### config.mk
export PLATFORM = sky130hd
export DESIGN_NAME = fft_bitrev_feeder
export DESIGN_NICKNAME = d
export VERILOG_FILES = /design/src/rtl/fft_bitrev_feeder.sv
export SDC_FILE = /design/constraint.sdc
export NUM_CORES = 1
export LEC_CHECK = 0
export CORE_MARGIN = 2
export CORE_UTILIZATION = 54
export DETAILED_ROUTE_END_ITERATION = 12
export GPL_TIMING_DRIVEN = 0
export PLACE_DENSITY = 0.71
export SLEW_MARGIN = 40
export SYNTH_ARGS = -nofsm -noshare
export SYNTH_HDL_FRONTEND = slang
export SYNTH_SLANG_ARGS = --single-unit
### constraint.sdc
create_clock -name i_clk -period 13.5 [get_ports i_clk]
set_input_delay 2.7 -clock i_clk [delete_from_list [all_inputs] [get_ports i_clk]]
set_output_delay 2.7 -clock i_clk [all_outputs]
set_load 0.05 [all_outputs]
### src/rtl/fft_bitrev_feeder.sv
// Frame buffer for the 32-point FFT sorting stage: collects N samples in natural
// order, then replays them as one gap-free burst in bit-reversed index order.
module fft_bitrev_feeder #(
  parameter int DATA_W = 16,
  parameter int N      = 32,
  parameter int LOG2N  = 5
) (
  input  logic              i_clk,
  input  logic              i_rst,
  input  logic              i_in_valid,
  output logic              o_in_ready,
  input  logic [DATA_W-1:0] i_in_r,
  input  logic [DATA_W-1:0] i_in_i,
  output logic              o_start_sorting,
  output logic              o_out_valid,
  output logic [DATA_W-1:0] o_out_r,
  output logic [DATA_W-1:0] o_out_i
);

  typedef enum logic [1:0] {
    S_IDLE  = 2'd0,
    S_FILL  = 2'd1,
    S_DRAIN = 2'd2
  } state_t;

  state_t            r_state;
  state_t            w_state_next;
  logic [LOG2N-1:0]  r_wr_cnt;
  logic [LOG2N-1:0]  r_rd_cnt;
  logic [LOG2N-1:0]  w_rd_addr;
  logic [DATA_W-1:0] r_mem_r [N];
  logic [DATA_W-1:0] r_mem_i [N];
  logic              w_ready;
  logic              w_accept;
  logic              w_rd_en;
  logic              w_first_rd;
  logic              r_out_valid;
  logic              r_start;
  logic [DATA_W-1:0] r_out_r;
  logic [DATA_W-1:0] r_out_i;

  // Read address is the drain counter with its bit order mirrored.
  genvar gi;
  generate
    for (gi = 0; gi < LOG2N; gi++) begin : g_bitrev
      assign w_rd_addr[gi] = r_rd_cnt[LOG2N-1-gi];
    end
  endgenerate

  always_comb begin
    w_state_next = r_state;
    w_ready      = 1'b0;
    w_rd_en      = 1'b0;
    w_first_rd   = 1'b0;
    case (r_state)
      S_IDLE: begin
        w_ready = i_rst;
        if (i_in_valid && i_rst) w_state_next = S_FILL;
      end
      S_FILL: begin
        w_ready = i_rst;
        if (i_in_valid && i_rst && (r_wr_cnt == LOG2N'(N-1))) w_state_next = S_DRAIN;
      end
      S_DRAIN: begin
        w_rd_en    = 1'b1;
        w_first_rd = (r_rd_cnt == '0);
        if (r_rd_cnt == LOG2N'(N-1)) w_state_next = S_IDLE;
      end
      default: w_state_next = S_IDLE;
    endcase
  end

  assign w_accept   = i_in_valid & w_ready;
  assign o_in_ready = w_ready;

  always_ff @(posedge i_clk) begin
    if (!i_rst) r_state <= S_IDLE;
    else        r_state <= w_state_next;
  end

  always_ff @(posedge i_clk) begin
    if (!i_rst) begin
      r_wr_cnt    <= '0;
      r_rd_cnt    <= '0;
      r_out_valid <= 1'b0;
      r_start     <= 1'b0;
      r_out_r     <= '0;
      r_out_i     <= '0;
    end else begin
      if (w_accept) r_wr_cnt <= r_wr_cnt + LOG2N'(1);
      // Output data holds its last word whenever no read is issued.
      if (w_rd_en) begin
        r_rd_cnt <= r_rd_cnt + LOG2N'(1);
        r_out_r  <= r_mem_r[w_rd_addr];
        r_out_i  <= r_mem_i[w_rd_addr];
      end
      r_out_valid <= w_rd_en;
      r_start     <= w_first_rd;
    end
  end

  always_ff @(posedge i_clk) begin
    if (w_accept) begin
      r_mem_r[r_wr_cnt] <= i_in_r;
      r_mem_i[r_wr_cnt] <= i_in_i;
    end
  end

  assign o_out_valid     = r_out_valid;
  assign o_start_sorting = r_start;
  assign o_out_r         = r_out_r;
  assign o_out_i         = r_out_i;

endmodule

---- After elaboration in Yosys (flattened, before gate mapping) ----
Memory sizes are Yosys's and may differ from the RTL's. A register that Yosys moved wholly into a read port is not among the register bits.
Cells that the tools add are included.
storage, ports and cells
  memories kept ........................... 2
  register bits after elaboration ......... 14
  output and inout bits ................... 35
  logic and storage cells ................. 34
  bits in writable memories ............... 1024
  bits of input ports ..................... 35
operators by class
  mux-type cells .......................... 8
  eq/ne operators ......................... 7
  bitwise operators ....................... 1
  add/subtract/negate cells ............... 2
  reduce and logical (&&, ||, !) cells .... 9
memory list
  memory   words  bits a word  read ports  clocked after Yosys merged registers in  write ports  line  RTL
  r_mem_i  32     16           1           1                                        1            32    logic [DATA_W-1:0] r_mem_i [N];
  r_mem_r  32     16           1           1                                        1            31    logic [DATA_W-1:0] r_mem_r [N];
operators by type and width
  kind                                            count
  adder 5 x 1 -> 5 bit (second input constant)    2
  == test 5 bit (second input constant)           2
  two-way mux 2 bit                               3
  inequality test 2 bit (second input constant)   3
  one-hot mux 2 bit (3 select lines)              1
  logical NOT 5 bit                               1
  two-way mux 1 bit                               4
  AND reduction 3 bit                             1
  == test 2 x 1 -> 1 bit (second input constant)  1
  == test 2 bit (second input constant)           1
  logical AND 1 bit                               2
  logical NOT 1 bit                               2
  logical NOT 2 bit                               1
  AND reduction 2 bit                             1
  OR reduction 2 bit                              1
  bitwise AND 1 bit                               1

---- Longest topological paths before layout ----
Gate-level depths: netlist of the first run.
  depth after elaboration ................. 6
  gate-level depth with buffers ........... 8
  depth with buffers taken out ............ 6

---- Least setup slack after synthesis of the first run ----
Ideal clock, no wire load.
  path type ............................... input to register
  start ................................... input i_rst
  end ..................................... memory r_mem_i[15][0], enable pin
  stages .................................. 5
  setup time .............................. 0.468 ns
  data required time ...................... 13.032 ns
  arrival time ............................ 6.330 ns
  setup slack ............................. 6.702 ns
  path through ............................ clkbuf_1 -> nor2b_1 -> clkbuf_1 -> nand4_1 -> nor3b_1
on the way
  cells in the longest elaborated chain, start to end .. 4
RTL lines
  element                                  line  RTL
  start: declaration                       9     input logic i_rst,
  two-way mux 1 bit                        55    case (r_state)
  named net o_in_ready                     11    output logic o_in_ready,
  bitwise AND 1 bit                        73    assign w_accept = i_in_valid & w_ready;
  two-way mux 1 bit                        103   if (w_accept) begin
  two-way mux 1 bit (implied by the code)  105   r_mem_i[r_wr_cnt] <= i_in_i;
  end: declaration                         32
The timed path passes the listed nets, and every way through them passes these cells.

---- Final worst setup path of the first run ----
  start ................................... input i_rst
  end ..................................... output o_in_ready
on the way
  cells in the longest elaborated chain, start to end .. 1
RTL lines
  element            line
  two-way mux 1 bit  55
  end: declaration   11
No other way between the ends.

==> results of run 1 <==
==> registers in the layout (all words and copies together), names as in the netlist <==
signal	flops
r_mem_i	512
o_out_r	16
o_out_valid	1
r_wr_cnt	5
r_rd_cnt	5
o_start_sorting	1
o_out_i	16
r_state	2
r_mem_r	512
==> critical path: stages <==
cell and delay (ps):
clkbuf_1 490, nor2b_1 210, clkbuf_1 390, clkdlybuf4s50_1 900
==> cell families (layout without fill, tap and decap cells) <==
kind of cell	count (synthesis)	count (layout)	synth area share, %
flip-flops	1070	1070	77.2
buffers and inverters	113	440	1.63
AND/OR/NAND/NOR	148	148	1.61
XOR/XNOR	5	5	0.107
adder cells (fa/ha/maj)	8	8	0.244
AO/OA/AOI/OAI	167	167	3.06
multiplexers	415	415	16.2
==> layer usage <==
metal,global-route usage (%),part of all wire (%),up-vias
li1,-,-,8505
met1,34.9,38,10800
met2,43.1,50,1068
met3,5.00,9.1,177
met4,8.79,2.9,0
met5,0,0,-
==> path summary, 6_finish.rpt <==
| path | endpoint | startpoint |
|---|---|---|
| max | o_in_ready | i_rst |
| min | r_rd_cnt[0] | r_rd_cnt[0] |
| max reg2reg | r_mem_i[7][14] | r_state[1] |
| min reg2reg | r_rd_cnt[0] | r_rd_cnt[0] |
==> per-stage QoR <==
stage | hold WS [ps] | power (mW) | cell area, µm² | setup WS, ps | utilization, %
detailed placement | 546 | 3.80 | 44400 | 6220 | 58.7
global route | 584 | 6.70 | 47700 | 6030 | 63.1
floorplan | 496 | 3.74 | 41000 | 6700 | -
CTS | 561 | 6.57 | 47600 | 6200 | 63.0
global placement | 516 | 3.80 | 42900 | 3520 | 56.8
finish | 582 | 6.54 | 47700 | 6100 | 63.1
==> cell type report <==
cell class                 count  area, µm²
tap                          978       1220
timing repair buffer         148       1860
buffer                       109        672
clock inverter                50        571
multi-input combinational    743       8940
inverter                       4       15.0
clock buffer                 129       2700
sequential                  1070      31700
fill                        4958      27900
==> cell usage in the layout, fill, tap and decap left out, types with 42 or more instances in the layout <==
cell type and count:
edfxtp_1 1024, nand2_1 42, mux4_2 192, clkbuf_1 52, buf_2 87, dfxtp_1 46, mux2i_1 160, clkbuf_16 101
buf_8 42, o22ai_1 64
==> power by group through the flow <==
stage	Combinational [mW]	Clock [mW]	Sequential, mW
CTS	0.0854	2.83	3.65
floorplan	0.0182	0	3.72
finish	0.0876	2.81	3.65
detailed placement	0.0849	0	3.72
global route	0.0932	2.96	3.65
global placement	0.0755	0	3.72
==> flow_metrics.tcl, run 1 <==
set metrics [dict create \
    hold_depth 2 \
    synth_edf_count 1024 \
    p_seq_share_pct 55.8 \
    dp_hpwl_um 66200 \
    cts_tree "yes" \
    grt_pass1_vias 20963 \
    grt_start_max_net_pins 33 \
    layoutNonFillerInstCount 3231 \
    finalSetupTns_ps 0 \
    drt_wl_total_um 100000 \
    io_buffers 67 \
    cp.arrival_ps 4700 \
    drt_iter0_drc 2367 \
    initial_core_util_pct 54.3 \
    grt_pass1_wl_um 144000 \
    row_count 101 \
    synth_fp_nets 1969 \
    vdd_ir_drop_max_uv 96.4 \
    p_comb_share_pct 1.3 \
    root_buffer "clkbuf_16" \
    critPathKind "in2out" \
    areaGrowthSynthToFinish_pct 16.1 \
    synthTopCellsByCount "1024 x edfxtp_1, 192 x mux4_2, 160 x mux2i_1" \
    ios 70 \
    grt_overflow_total 0 \
    status "finished, final reports clean" \
    cts.sink_count 1070 \
    crit_fanout 9 \
    synth_cells 1926 \
    ant_nets 0 \
    clk_latency_ps 660 \
    sw_frac_of_total_pct 19.0 \
    drv_cap 0 \
    maxSlewHeadroom_pct 36.3 \
    htree_levels 3 \
    dp.cells 3052 \
    synth_most_common_cell "edfxtp_1" \
    p_int_mw 5.30 \
    r2r_slack_ps 10600 \
    start_kind "primary input" \
    cts_buffers 99 \
    synth_area_um2 41000 \
    fin_crit_sh_pct 54.8 \
    synth_top_area_share_pct 74.9 \
    max_freq_ghz 0.135 \
    hold_viol 0 \
    synth_ff_type "edfxtp_1" \
    via_count 20550 \
    grtUsageTotal_pct 25.9 \
    p_sw_mw 1.24 \
    worst_pin_slew_ps 955 \
    wl_per_cell_um 31.1 \
    ctsResizeCount 0 \
    cts_setup_buffers 0 \
    die-area_um2 78200 \
    ys_top_cells_by_area "edfxtp_1 75%, mux4_2 11%, mux2i_1 3.9%, dfxtp_1 2.2%, o22ai_1 0.98%" \
    ys_types 43 \
    ys_seq_elements 1070 \
    finClkSkew_ps 22.7 \
    antenna_cells 0 \
    seq_area_frac_synth_pct 77.2 \
    gp_congestion 0.827 \
    cp_data_required_time_ps 10800 \
    power.share.clock_pct 42.9 \
    ys.warnings.count 0 \
    p_per_area_nw_per_um2 137 \
    avgSynthCellArea_um2 21.3 \
    drc 0 \
    hold_buffers 0 \
    rr_worst_depth 7 \
    grt_antenna_before_repair 1 \
    end_kind "primary output" \
    min_period_ps 7400 \
    clockBufferDepth 3 \
    fin_nets 2218 \
    setup_viol 0 \
    hold_path_class "reg2reg" \
    die_y_um 280 \
    core_um2 75600 \
    clkTransAtPathRegs_ps 60 \
    leakagePower_nw 14.7 \
    async_flop_share_pct 0 \
    yosys.area.top_type "edfxtp_1" \
    first_pass_iters 5 \
    drive_gt1_share_pct 26.6 \
    rsz0062_at_grt "false" \
    fp.dieW_um 280 \
    maxSlewViolCount 0 \
    via_per_inst 6.36 \
]
No activity file was read; power rests on OpenSTA's default activity.
==> inputs of run 2 (changes only) <==
Clock period 13.5 ns to 7.76 ns, I/O delays scaled along.
==> results of run 2 <==
Same layout as run 1 (identical final DEF). Status: finished, final reports clean.
Among the figures that moved: setup slack after placement 6220 ps -> 2770 ps; setup slack after layout 6100 ps -> 2660 ps; register-to-register setup slack 10600 ps -> 4860 ps; total power 6.54 mW -> 11.4 mW; worst IR drop on VDD 96.4 µV -> 168 µV
